[config.mk]
export PLATFORM = sky130hd
export DESIGN_NAME = ibex_fetch_req_sched
export DESIGN_NICKNAME = d
export VERILOG_FILES = /design/src/rtl/ibex_fetch_req_sched.sv
export SDC_FILE = /design/constraint.sdc
export NUM_CORES = 1
export LEC_CHECK = 0
export BUFFER_PORTS_ARGS = -buffer_cell sky130_fd_sc_hd__buf_4
export CAP_MARGIN = 20
export CORE_AREA = 2 2 101 127
export DETAILED_ROUTE_END_ITERATION = 8
export DIE_AREA = 0 0 103 129
export PLACE_DENSITY_LB_ADDON = 0.2
export SETUP_SLACK_MARGIN = 0.02
export SYNTH_ARGS = -nofsm -noshare
export SYNTH_HDL_FRONTEND = slang
export SYNTH_SLANG_ARGS = --single-unit
[constraint.sdc]
create_clock -name clk_i -period 3.1 [get_ports clk_i]
set_input_delay 0.62 -clock clk_i [delete_from_list [all_inputs] [get_ports clk_i]]
set_output_delay 0.62 -clock clk_i [all_outputs]
set_load 0.02 [all_outputs]
[src/rtl/ibex_fetch_req_sched.sv]
// ---------------------------------------------------------------------------
// ibex_fetch_req_sched
//
// Request scheduler placed in front of ibex_fetch_fifo. It issues word-aligned
// instruction-bus requests only while the FIFO can absorb every outstanding
// response. It tracks up to NUM_REQS granted-but-unanswered requests and
// forwards their in-order responses into the FIFO input port. On a branch it
// clears the FIFO, redirects the fetch address and marks every in-flight
// response (including a request still waiting for its grant) as stale, so
// those responses are dropped when they return.
//
// Parameters
//   NUM_REQS        max outstanding bus requests (>= 1, equal to the FIFO's)
//
// Ports
//   clk_i           clock
//   rst_ni          asynchronous active-low reset
//   req_i           fetch enable; 0 stops new requests, responses still drain
//   branch_i        single-cycle redirect strobe
//   branch_addr_i   redirect target, bits [1:0] ignored
//   fifo_busy_i     FIFO busy_o; bit k=1 means the FIFO cannot take k+1 words
//   fifo_clear_o    FIFO clear_i
//   fifo_valid_o    FIFO in_valid_i
//   fifo_addr_o     FIFO in_addr_i
//   fifo_rdata_o    FIFO in_rdata_i
//   fifo_err_o      FIFO in_err_i
//   instr_req_o     bus request
//   instr_addr_o    bus address, always word aligned
//   instr_gnt_i     bus grant
//   instr_rvalid_i  bus response valid
//   instr_rdata_i   bus response data
//   instr_err_i     bus response error
//   busy_o          1 while any request is outstanding or waiting for grant
// ---------------------------------------------------------------------------
module ibex_fetch_req_sched #(
   parameter int unsigned NUM_REQS = 2
) (
   input  logic                clk_i,
   input  logic                rst_ni,
   input  logic                req_i,
   input  logic                branch_i,
   input  logic [31:0]         branch_addr_i,
   input  logic [NUM_REQS-1:0] fifo_busy_i,
   output logic                fifo_clear_o,
   output logic                fifo_valid_o,
   output logic [31:0]         fifo_addr_o,
   output logic [31:0]         fifo_rdata_o,
   output logic                fifo_err_o,
   output logic                instr_req_o,
   output logic [31:0]         instr_addr_o,
   input  logic                instr_gnt_i,
   input  logic                instr_rvalid_i,
   input  logic [31:0]         instr_rdata_i,
   input  logic                instr_err_i,
   output logic                busy_o
);

   // Counter wide enough to hold 0..NUM_REQS.
   localparam int unsigned CW = $clog2(NUM_REQS + 1);

   typedef enum logic {
      IDLE,
      WAIT_GNT
   } state_e;

   // ------------------------------------------------------------------------
   // State
   // ------------------------------------------------------------------------
   state_e              state_q, state_d;
   logic [31:0]         fetch_addr_q, fetch_addr_d;  // next address to issue
   logic [31:0]         resp_addr_q, resp_addr_d;    // address of next kept response
   logic [31:0]         req_addr_q, req_addr_d;      // address held while waiting for grant
   logic [CW-1:0]       out_cnt_q, out_cnt_d;        // granted, awaiting rvalid
   logic [NUM_REQS-1:0] discard_q, discard_d;        // per slot, index 0 = oldest
   logic                req_stale_q, req_stale_d;    // pending request predates a branch

   // ------------------------------------------------------------------------
   // Helpers
   // ------------------------------------------------------------------------
   // True when cnt < NUM_REQS and the FIFO can accept cnt+1 more words.
   // Written as a compare loop so fifo_busy_i is never indexed out of range.
   function automatic logic slot_free(input logic [CW-1:0]       cnt,
                                      input logic [NUM_REQS-1:0] busy);
      logic free;
      free = 1'b0;
      for (int unsigned k = 0; k < NUM_REQS; k++) begin
         if (cnt == CW'(k)) free = ~busy[k];
      end
      return free;
   endfunction

   // ------------------------------------------------------------------------
   // Combinational datapath
   // ------------------------------------------------------------------------
   logic          issue;          // new request starts from IDLE this cycle
   logic          req_active;     // instr_req_o
   logic          grant;          // request accepted this cycle
   logic          grant_stale;    // accepted request belongs to the old stream
   logic          rvalid_ok;      // response that actually pops a slot
   logic          resp_write;     // response forwarded to the FIFO
   logic          branch_ok;
   logic          reissue;
   logic [CW-1:0] cnt_after_pop;
   logic [31:0]   branch_target;

   // The combinational outputs are gated with rst_ni so every output reads 0
   // while reset is asserted, whatever the inputs are doing.
   assign branch_ok     = rst_ni & branch_i;
   assign issue         = rst_ni & req_i & (state_q == IDLE)
                        & slot_free(out_cnt_q, fifo_busy_i);
   assign req_active    = rst_ni & ((state_q == WAIT_GNT) | issue);
   assign grant         = req_active & instr_gnt_i;
   // A grant that coincides with a branch, or that answers a request issued
   // before the branch, fetches from the old stream.
   assign grant_stale   = branch_i | req_stale_q;
   // rvalid with nothing outstanding is a protocol error and is ignored.
   assign rvalid_ok     = rst_ni & instr_rvalid_i & (out_cnt_q != '0);
   // A response in the branch cycle always belongs to the old stream.
   assign resp_write    = rvalid_ok & ~discard_q[0] & ~branch_i;
   assign branch_target = {branch_addr_i[31:2], 2'b00};

   assign cnt_after_pop = out_cnt_q - CW'(rvalid_ok);

   always_comb begin
      // NOTE: every variable gets a default before any branch so no latch is inferred.
      state_d      = state_q;
      fetch_addr_d = fetch_addr_q;
      resp_addr_d  = resp_addr_q;
      req_addr_d   = req_addr_q;
      req_stale_d  = req_stale_q;
      out_cnt_d    = cnt_after_pop + CW'(grant);
      discard_d    = rvalid_ok ? (discard_q >> 1) : discard_q;

      // Fetch address: a branch overrides everything. A stale grant does not
      // advance, because fetch_addr_q already points at the branch target.
      if (branch_ok) begin
         fetch_addr_d = branch_target;
      end else if (grant && !req_stale_q) begin
         fetch_addr_d = fetch_addr_q + 32'd4;
      end

      // Response address follows the kept responses only.
      if (branch_ok) begin
         resp_addr_d = branch_target;
      end else if (resp_write) begin
         resp_addr_d = resp_addr_q + 32'd4;
      end

      // New slot lands just above the surviving entries after the pop.
      if (grant) begin
         for (int unsigned k = 0; k < NUM_REQS; k++) begin
            if (cnt_after_pop == CW'(k)) discard_d[k] = grant_stale;
         end
      end
      // Everything in flight, including a slot created this cycle, is stale.
      if (branch_ok) discard_d = '1;

      // Re-issue check on grant uses the count as it will be next cycle.
      reissue = req_i & slot_free(out_cnt_d, fifo_busy_i);

      if (grant) begin
         state_d     = reissue ? WAIT_GNT : IDLE;
         req_addr_d  = fetch_addr_d;
         req_stale_d = 1'b0;
      end else if (issue) begin
         state_d     = WAIT_GNT;
         req_addr_d  = fetch_addr_q;
         req_stale_d = branch_ok;
      end else if (req_active && branch_ok) begin
         // Ungranted request stays on the bus with its old address.
         req_stale_d = 1'b1;
      end
   end

   // ------------------------------------------------------------------------
   // Registers
   // ------------------------------------------------------------------------
   always_ff @(posedge clk_i or negedge rst_ni) begin
      if (!rst_ni) begin
         state_q      <= IDLE;
         fetch_addr_q <= '0;
         resp_addr_q  <= '0;
         req_addr_q   <= '0;
         out_cnt_q    <= '0;
         // NOTE: the discard flags form a tiny slot array but are reset anyway;
         // a stale flag surviving reset would silently drop a valid response.
         discard_q    <= '0;
         req_stale_q  <= 1'b0;
      end else begin
         // NOTE: non-blocking assignments so every register samples pre-edge values.
         state_q      <= state_d;
         fetch_addr_q <= fetch_addr_d;
         resp_addr_q  <= resp_addr_d;
         req_addr_q   <= req_addr_d;
         out_cnt_q    <= out_cnt_d;
         discard_q    <= discard_d;
         req_stale_q  <= req_stale_d;
      end
   end

   // ------------------------------------------------------------------------
   // Outputs
   // ------------------------------------------------------------------------
   assign instr_req_o  = req_active;
   // While waiting for grant the address must not move, even across a branch.
   assign instr_addr_o = (state_q == WAIT_GNT) ? req_addr_q : fetch_addr_q;

   assign fifo_clear_o = branch_ok;
   assign fifo_valid_o = resp_write;
   assign fifo_addr_o  = resp_addr_q;
   assign fifo_rdata_o = rst_ni ? instr_rdata_i : '0;
   assign fifo_err_o   = rst_ni & instr_err_i;

   assign busy_o       = (out_cnt_q != '0) | req_active;

   // ------------------------------------------------------------------------
   // Protocol check: a response must always have an outstanding request.
   // ------------------------------------------------------------------------
   rvalid_without_req : assert property (
      @(posedge clk_i) disable iff (!rst_ni)
      !(instr_rvalid_i && (out_cnt_q == '0))
   ) else $error("ibex_fetch_req_sched: rvalid with no outstanding request");

endmodule

**Word level (Yosys, flattened, before mapping)**

Index checks and enable logic that the tools add are counted.

- Bitwise logic cells: 20
- Divide/modulo/power cells: 0
- Mux-type cells: 23
- Shifts and indexed selects: 0
- Equal/unequal tests: 3
- Add/subtract/negate cells: 4
- Order comparisons: 0
- Reductions and logical operators: 10
- Multiply operators: 0

Operators with widths:

| cell | number |
|---|---|
| 32-bit 2-to-1 mux | 8 |
| 32-bit by 3-bit adder with 32-bit output, second input constant | 2 |
| 1-bit bitwise AND | 12 |
| 1-bit 2-to-1 mux | 12 |
| 2-bit by 1-bit == test with 1-bit output, second input constant | 3 |
| 2-bit zero test | 3 |
| 2-bit 2-to-1 mux | 3 |
| 2-bit nonzero test | 3 |
| 1-bit inverter | 5 |
| 1-bit bitwise OR | 3 |
| 3-bit nonzero test | 1 |
| 2-bit by 1-bit adder with 2-bit output | 1 |
| 1-bit logical AND | 2 |
| 2-bit by 1-bit subtractor with 2-bit output | 1 |
| 1-bit zero test | 1 |

- Bits of input ports: 73
- Memory bits (read-only): 0
- Latch bits: 0
- Logic and storage cells: 67
- RAM bits: 0
- Memories kept: 0
- Register bits: 102
- Output and inout bits: 101

**Longest topological paths before layout**

Gate-level depths: netlist of the first run.

- Depth in word-level cells: 14
- Depth in mapped cells: 10
- Gate-level depth less buffers: 9

**Least setup slack after synthesis of the first run**

Ideal clock, no wire load.

- Kind: input port to flip-flop
- Start point: input rst_ni
- End point: register state_q
- Arrival: 2.356 ns
- Buffers on the path: 2
- Path slack: 0.679 ns
- Cell stages on the path: 10
- Data required time: 3.035 ns
- Library setup time: 0.065 ns
- Path through: buf_2 and4b_1 a32oi_1 clkinv_1 buf_1 ha_1 mux2i_1 nand2_1 o21ai_0 o21a_1

- Cells in the longest elaborated chain, start to end: 13
- Elaborated cells on any way between the ends: 18
- Classes of those cells: 2 x add/sub; 1 x eq/ne; 4 x mux; 9 x bitwise; 2 x reduce/logical

Ends and longest elaborated chain:

| element | RTL line | source |
|---|---|---|
| from (decl) | 39 | `input logic rst_ni,` |
| 1-bit bitwise AND (2 in series) | 109 | `assign issue = rst_ni & req_i & (state_q == IDLE)` |
| 1-bit bitwise AND | 110 | `& slot_free(out_cnt_q, fifo_busy_i);` |
| 1-bit bitwise OR | 111 | `assign req_active = rst_ni & ((state_q == WAIT_GNT) \| issue);` |
| 1-bit bitwise AND | 111 |  |
| 1-bit bitwise AND | 112 | `assign grant = req_active & instr_gnt_i;` |
| 2-bit by 1-bit adder with 2-bit output * | 131 | `out_cnt_d = cnt_after_pop + CW'(grant);` |
| named net out_cnt_d[0] | 73 | `logic [CW-1:0] out_cnt_q, out_cnt_d;` |
| 2-bit zero test | 87 | `if (cnt == CW'(k)) free = ~busy[k];` |
| 1-bit 2-to-1 mux | 87 |  |
| 1-bit 2-to-1 mux * | 87 |  |
| 1-bit bitwise AND * | 159 | `reissue = req_i & slot_free(out_cnt_d, fifo_busy_i);` |
| 1-bit 2-to-1 mux * | 162 | `state_d = reissue ? WAIT_GNT : IDLE;` |
| 1-bit 2-to-1 mux * | 161 | `if (grant) begin` |
| to (signal assigned) | 191 | `state_q <= state_d;` |
| to (decl) | 69 | `state_e state_q, state_d;` |

Mark *: on every way through the listed nets, which the timed path passes. The rest lies on a longest branch.
A chain may end at the register's enable or synchronous reset.

**Worst setup path after layout of the first run**

- Start point: input rst_ni
- End point: output instr_req_o

- Cells in the longest elaborated chain, start to end: 5

Ends and longest elaborated chain:

| element | RTL line | source |
|---|---|---|
| 1-bit bitwise AND (2 in series) | 109 |  |
| 1-bit bitwise AND | 110 |  |
| 1-bit bitwise OR | 111 |  |
| 1-bit bitwise AND * | 111 |  |
| to (decl) | 49 | `output logic instr_req_o,` |

Mark *: on every way between the ends. The rest lies on a longest branch, timed or not.

==> run_results.csv, run 1 <==
group,metric,value,unit
synthesis,yosys.cell_types.count,62,
placement,portBuffers,169,
placement,placed_cells,1000,
clocking,post_cts_resized,0,
worst_setup_path,worstPathRequired,2.48,ns
synthesis,ys_seq_area_share,39.9,%
power_and_ir_drop,p_per_area,715,nW/um^2
synthesis,postSynth.asyncResetShare,100,%
power_and_ir_drop,combPwrFrac,45.6,%
synthesis,synthesis.area,6270,um^2
power_and_ir_drop,leakage,3.50,nW
routing,firstDrtPassIters,5,
worst_hold_path,hp-class,"input port to async pin",
outcome,outcome,"complete, no violations",
clocking,cts.sinks,100,
finish,diodes,0,
sta,report.final.setup_viol,0,
clocking,hold_buffers,0,
power_and_ir_drop,peakVddDrop,314,uV
finish,postLayoutCoreUtil,66.4,%
clocking,postCtsSetupBuffers,0,
floorplanning,fp.coreArea,12000,um^2
floorplanning,fp-row-count,45,
finish,multi_input_area,3520,um^2
floorplanning,die_h,129,um
sta,layout_min_cycle_time,2.45,ns
clocking,cts_tree,"built",
sta,fin_crit_sh,78.9,%
finish,stdcell_count,1015,
sta,hold_viol,0,
synthesis,syn_avg_cell_area,9.02,um^2
global_routing,grt_overflow,0,
clocking,clock_path_buffers,2,
sta,tns,0,ns
worst_setup_path,worstSetupEndpointType,"primary output",
power_and_ir_drop,p_sw,0.00221,W
power_and_ir_drop,pwr-share-clk,19.8,%
sta,fmax,0.409,GHz
worst_setup_path,arrival,1.83,ns
synthesis,synth_top_area_share,39.9,%
finish,nets,924,
routing,num_vias,6108,
routing,post_drt_via_cell_ratio,6.02,
clocking,htreeDepth,3,
synthesis,synthTopCellsByArea,"dfrtp_1, mux2_2, and2_1",
synthesis,synthFlopType,"dfrtp_1",
worst_setup_path,critPathLaunchType,"input port",
finish,layout_commonest_cell,"buf_4",
sta,skew,0.0106,ns
placement,place.gp.congestion,0.866,
floorplanning,io-pin-count,174,
global_routing,antenna_found_initial,0,
finish,layout_common_cells,"buf_4, dfrtp_1, nand2_1",
sta,rsz0062_at_grt,"no",
floorplanning,die_x,103,um
placement,dp_hpwl,14100,um
floorplanning,start_util,52.0,%
routing,drc,0,
finish,fillers,1091,
floorplanning,die_area,13300,um^2
clocking,cts_buffers,9,
routing,wl,18900,um
finish,seqCellArea,2500,um^2
sta,worst-slew-pin-transition,0.731,ns
global_routing,grt_pass1_vias,5767,
synthesis,synth_top_cell_by_area,"dfrtp_1",
finish,layout-drive-gt1-share,30.8,%
sta,maxSlewHeadroom,51.3,%
synthesis,synth-seq-cells,100,
worst_setup_path,critPathMaxFanout,28,
synthesis,syn_inst,695,
worst_setup_path,worstSetupPathType,"input port to primary output",
clocking,clk_pin_slew,0.07,ns
job,maxCapViolations,0,
clocking,worstSkewPairLatency,0.35,ns
routing,ant_nets,0,
routing,dr.first_iter.drc_count,282,
routing,routedWlPerCell,18.6,um
global_routing,grt_util_all_layers,28.3,%
synthesis,yosysWarnings,0,
sta,slew_viol_final,0,
global_routing,grt_pass1_wl,29100,um
clocking,cts_root_buf,"clkbuf_16",
power_and_ir_drop,swShare,38.6,%
global_routing,grt_max_degree,98,
power_and_ir_drop,total_power,0.00572,W
synthesis,synth_edf_count,0,
power_and_ir_drop,internal_power,0.00351,W
finish,syn2layout_area_growth,27.7,%
power_and_ir_drop,seq_power_share,34.6,%
-- Yosys cell counts, types with 14 or more instances --
cell type and n:
dfrtp_1 100, nand2_1 70, nor2_1 62, mux2_2 44
and2_1 43, a21oi_1 34, clkbuf_1 31, nand3_1 25
nand4_1 25, nor3_1 20, xnor2_1 20, mux2i_1 18
a221oi_1 14
-- path summary, 6_finish.rpt --
check                                     start               to  slack, ns  cells after the start
worst max-delay path                     rst_ni      instr_req_o       0.65                      7
max in group asynchronous                rst_ni   req_addr_q[25]       1.83                      3
min in group clk_i              fetch_addr_q[0]  fetch_addr_q[0]       0.52                      1
worst min-delay path                     rst_ni     out_cnt_q[0]       0.08                      1
worst max register to register  fetch_addr_q[2]   req_addr_q[26]       0.67                      6
worst min register to register  fetch_addr_q[0]  fetch_addr_q[0]       0.52                      1
-- final cells by class --
| cell class | count | share of cell area [%] |
|---|---|---|
| clock buffers | 12 | 3.08 |
| repair buffers | 189 | 17.9 |
| well taps | 164 | 2.56 |
| flip-flops and latches | 100 | 31.3 |
| inverters | 14 | 0.656 |
| multi-input cells | 533 | 44.0 |
| clock inverters | 3 | 0.578 |
-- routing by layer --
layer	routed length, um	GRT usage (%)
met5	0	0
met4	784	13.1
met3	1350	3.86
met2	9700	48.8
met1	7070	34.8
-- kinds of logic (layout without fill, tap and decap cells) --
kind of cell | after synthesis | in the layout | synth area share [%]
XOR/XNOR | 32 | 32 | 4.47
buffers and inverters | 63 | 218 | 4.15
flip-flops | 100 | 100 | 39.9
adder cells (fa/ha/maj) | 4 | 4 | 0.798
other | 1 | 2 | 0.0598
AO/OA/AOI/OAI | 114 | 114 | 12.5
multiplexers | 63 | 63 | 11.0
AND/OR/NAND/NOR | 318 | 318 | 27.1
-- power groups by stage --
stage	Sequential [W]	Clock, W	Combinational, W
after floorplan	0.00195	0	0.00169
after global placement	0.00197	0	0.00255
after detailed placement	0.00200	0	0.00260
after CTS	0.00197	0.00115	0.00262
after global routing	0.00203	0.00120	0.00283
final	0.00198	0.00113	0.00261
-- registers in the layout (all words and copies together) (netlist names) --
register	flops
req_addr_q	32
fetch_addr_q	32
state_q	1
req_stale_q	1
fifo_addr_o	30
discard_q	2
out_cnt_q	2
-- worst max-delay path, cell delays in order --
cell and delay (ns):
buf_4 0.15, buf_4 0.36, nand2_1 0.09, o21a_1 0.13, inv_1 0.08, buf_4 0.21
buf_4 0.17
-- through the flow --
stage / worst slack [ns] / hold slack [ns] / area [um^2]
finish: 0.654 / 0.0829 / 8010
global route: 0.513 / 0.0795 / 8010
CTS: 0.649 / 0.0773 / 8010
detailed placement: 0.460 / 0.451 / 7710
global placement: 0.516 / 0.449 / 7710
floorplan: 0.679 / 0.324 / 6270
Power figures use the tool's default switching activity.
==> run 2: changes to the inputs <==
- ABC_AREA: unset -> 1
- CORE_AREA: 2 2 101 127 -> 2 2 111 140
- DIE_AREA: 0 0 103 129 -> 0 0 113 142
- clock period: 3.1 -> 2.18 ns (I/O delays scaled with it)
==> run_results.csv, run 2 <==
group,metric,value,unit
floorplanning,die_x,113,um
synthesis,synthFlopType,"dfrtp_1",
global_routing,grt_busiest_layer,"met2",
global_routing,grt_pass1_vias,7488,
routing,dr.first_iter.drc_count,441,
floorplanning,die_h,142,um
floorplanning,fp-row-count,50,
outcome,outcome,"complete, but fails checks",
global_routing,grt_util_all_layers,28.3,%
finish,nets,1364,
clocking,htreeDepth,3,
synthesis,yosysWarnings,0,
global_routing,grt_max_degree,61,
sta,rsz0062_at_grt,"no",
synthesis,synth_edf_count,0,
placement,portBuffers,169,
routing,wl,22000,um
clocking,clock_path_buffers,2,
synthesis,syn_avg_cell_area,6.30,um^2
placement,dp_hpwl,16800,um
finish,layout_commonest_cell,"nand2_1",
synthesis,yosys.cell_types.count,40,
job,maxCapViolations,0,
finish,diodes,0,
clocking,cts.sinks,100,
finish,fin_area,8890,um^2
global_routing,antenna_found_initial,0,
routing,num_vias,7582,
global_routing,met3_usage,3.62,%
clocking,cts_tree,"built",
finish,stdcell_count,1474,
placement,place.gp.congestion,0.979,
sta,slew_viol_final,0,
placement,place_area,8570,um^2
finish,postLayoutCoreUtil,60.2,%
routing,routedWlPerCell,15.0,um
sta,layout_min_cycle_time,2.10,ns
routing,post_drt_via_cell_ratio,5.14,
worst_setup_path,worstSetupEndpointType,"primary output",
sta,hold_viol,0,
synthesis,syn_inst,1122,
floorplanning,die_area,16000,um^2
sta,report.final.setup_viol,0,
worst_setup_path,worstPathRequired,1.74,ns
worst_setup_path,arrival,1.66,ns
sta,skew,0.00971,ns
power_and_ir_drop,p_per_area,1040,nW/um^2
routing,firstDrtPassIters,7,
synthesis,synthesis.area,7070,um^2
worst_setup_path,critPathLaunchType,"register",
clocking,worstSkewPairLatency,0.36,ns
outcome,failed_checks,"design-rule violations",
global_routing,grt_pass1_wl,36200,um
worst_hold_path,hp-class,"input port to async pin",
routing,drc,1,
global_routing,grt_use_met1,34.8,%
synthesis,synth_top_cell_by_area,"dfrtp_1",
routing,ant_nets,0,
sta,tns,0,ns
placement,placed_cells,1455,
synthesis,yosys-top-cells-count,"nand2_1, nor2_1, inv_1, dfrtp_1, o21ai_0",
synthesis,yosysMostFrequentCell,"nand2_1",
sta,worst-slew-pin-transition,0.869,ns
synthesis,synth-seq-cells,100,
clocking,cts_buffers,9,
power_and_ir_drop,peakVddDrop,495,uV
global_routing,grt_overflow,0,
clocking,clk_pin_slew,0.07,ns
clocking,cts_root_buf,"clkbuf_16",
worst_setup_path,worstSetupPathType,"register to primary output",
finish,layout_common_cells,"nand2_1, buf_4, nor2_1",
sta,fmax,0.477,GHz
floorplanning,io-pin-count,174,
synthesis,synth_top_area_share,35.4,%
sta,maxSlewHeadroom,41.8,%
power_and_ir_drop,leakage,4.74,nW
worst_setup_path,critPathMaxFanout,5,
floorplanning,fp.coreArea,14800,um^2
floorplanning,start_util,47.9,%
global_routing,use_met2,48.6,%
synthesis,ys_seq_area_share,35.4,%
sta,fin_crit_sh,96.1,%
finish,layout-drive-gt1-share,18.7,%
finish,syn2layout_area_growth,25.8,%
synthesis,synthTopCellsByArea,"dfrtp_1, nand2_1, nor2_1",
synthesis,postSynth.asyncResetShare,100,%
## run 2: cell types whose count changed after synthesis, sizes merged, moves of 14 or more
cell and change:
and2 -44, nand4 -14, mux2 -45, nor2 +62, inv +108, mux2i -18
nor4 -14, o21ai +47, nand2 +428, xnor2 -14, a221oi -14
## run 2: per-stage QoR
stage / hold WS (ns) / power [W] / worst slack, ns
finish: 0.187 / 0.00922 / 0.0840
global route: 0.207 / 0.00992 / 0.0206
CTS: 0.187 / 0.00922 / 0.0329
detailed placement: 0.284 / 0.00755 / 0.105
global placement: 0.282 / 0.00744 / 0.112
floorplan: 0.140 / 0.00590 / 0.269
## run 2: metal layers
metal / vias up / share of wire [%]
li1: 3820 / -
met1: 3452 / 41
met2: 244 / 49
met3: 66 / 5.7
met4: 0 / 4.8
met5: - / 0
## run 2: worst max-delay path: stages (launching register included)
cell and delay (ns):
dfrtp_1 0.41, nor2_1 0.08, buf_4 0.14, nor4_4 0.31, buf_4 0.22, buf_4 0.14
## run 2: cell families (layout without fill, tap and decap cells)
family	after synthesis	count (layout)	synth area share, %
simple gates	681	682	39.2
buf+inv	177	345	10.4
flops	100	100	35.4
xor+xnor	24	24	2.97
fa+ha+maj	4	4	0.708
other cells	1	2	0.0530
compound gates	135	135	11.3
## run 2: final timing paths
check,slack [ns],start,to,cells after the start
min in group clk_i,0.32,branch_addr_i[28],fetch_addr_q[28],3
worst max register to register,0.20,state_q,req_addr_q[14],13
worst min-delay path,0.19,rst_ni,discard_q[0],2
max in group asynchronous,1.18,rst_ni,fetch_addr_q[20],3
worst max-delay path,0.08,out_cnt_q[1],fifo_valid_o,5
worst min register to register,0.50,req_addr_q[0],req_addr_q[0],2
## run 2: area by class of cell
| class | count | area [um^2] |
|---|---|---|
| inverters | 132 | 498 |
| clock inverters | 5 | 60.1 |
| fillers | 1473 | 5870 |
| multi-input cells | 847 | 3850 |
| repair buffers | 197 | 1520 |
| well taps | 182 | 228 |
| flip-flops and latches | 100 | 2500 |
| clock buffers | 11 | 233 |
## run 2: where the power goes
| part | switching (W) | internal (W) |
|---|---|---|
| clock | 0.000754 | 0.000899 |
| combinational | 0.00272 | 0.00172 |
| sequential | 0.000655 | 0.00247 |
## run 2: timing repair
| action | CTS | global route |
|---|---|---|
| endpoints found under the setup margin | 0 | 20 |
| buffers inserted | 0 | 1 |
| endpoints found under the hold margin | 3 | 0 |
| hold buffers | 1 | 0 |
| gates resized for setup | 0 | 2 |
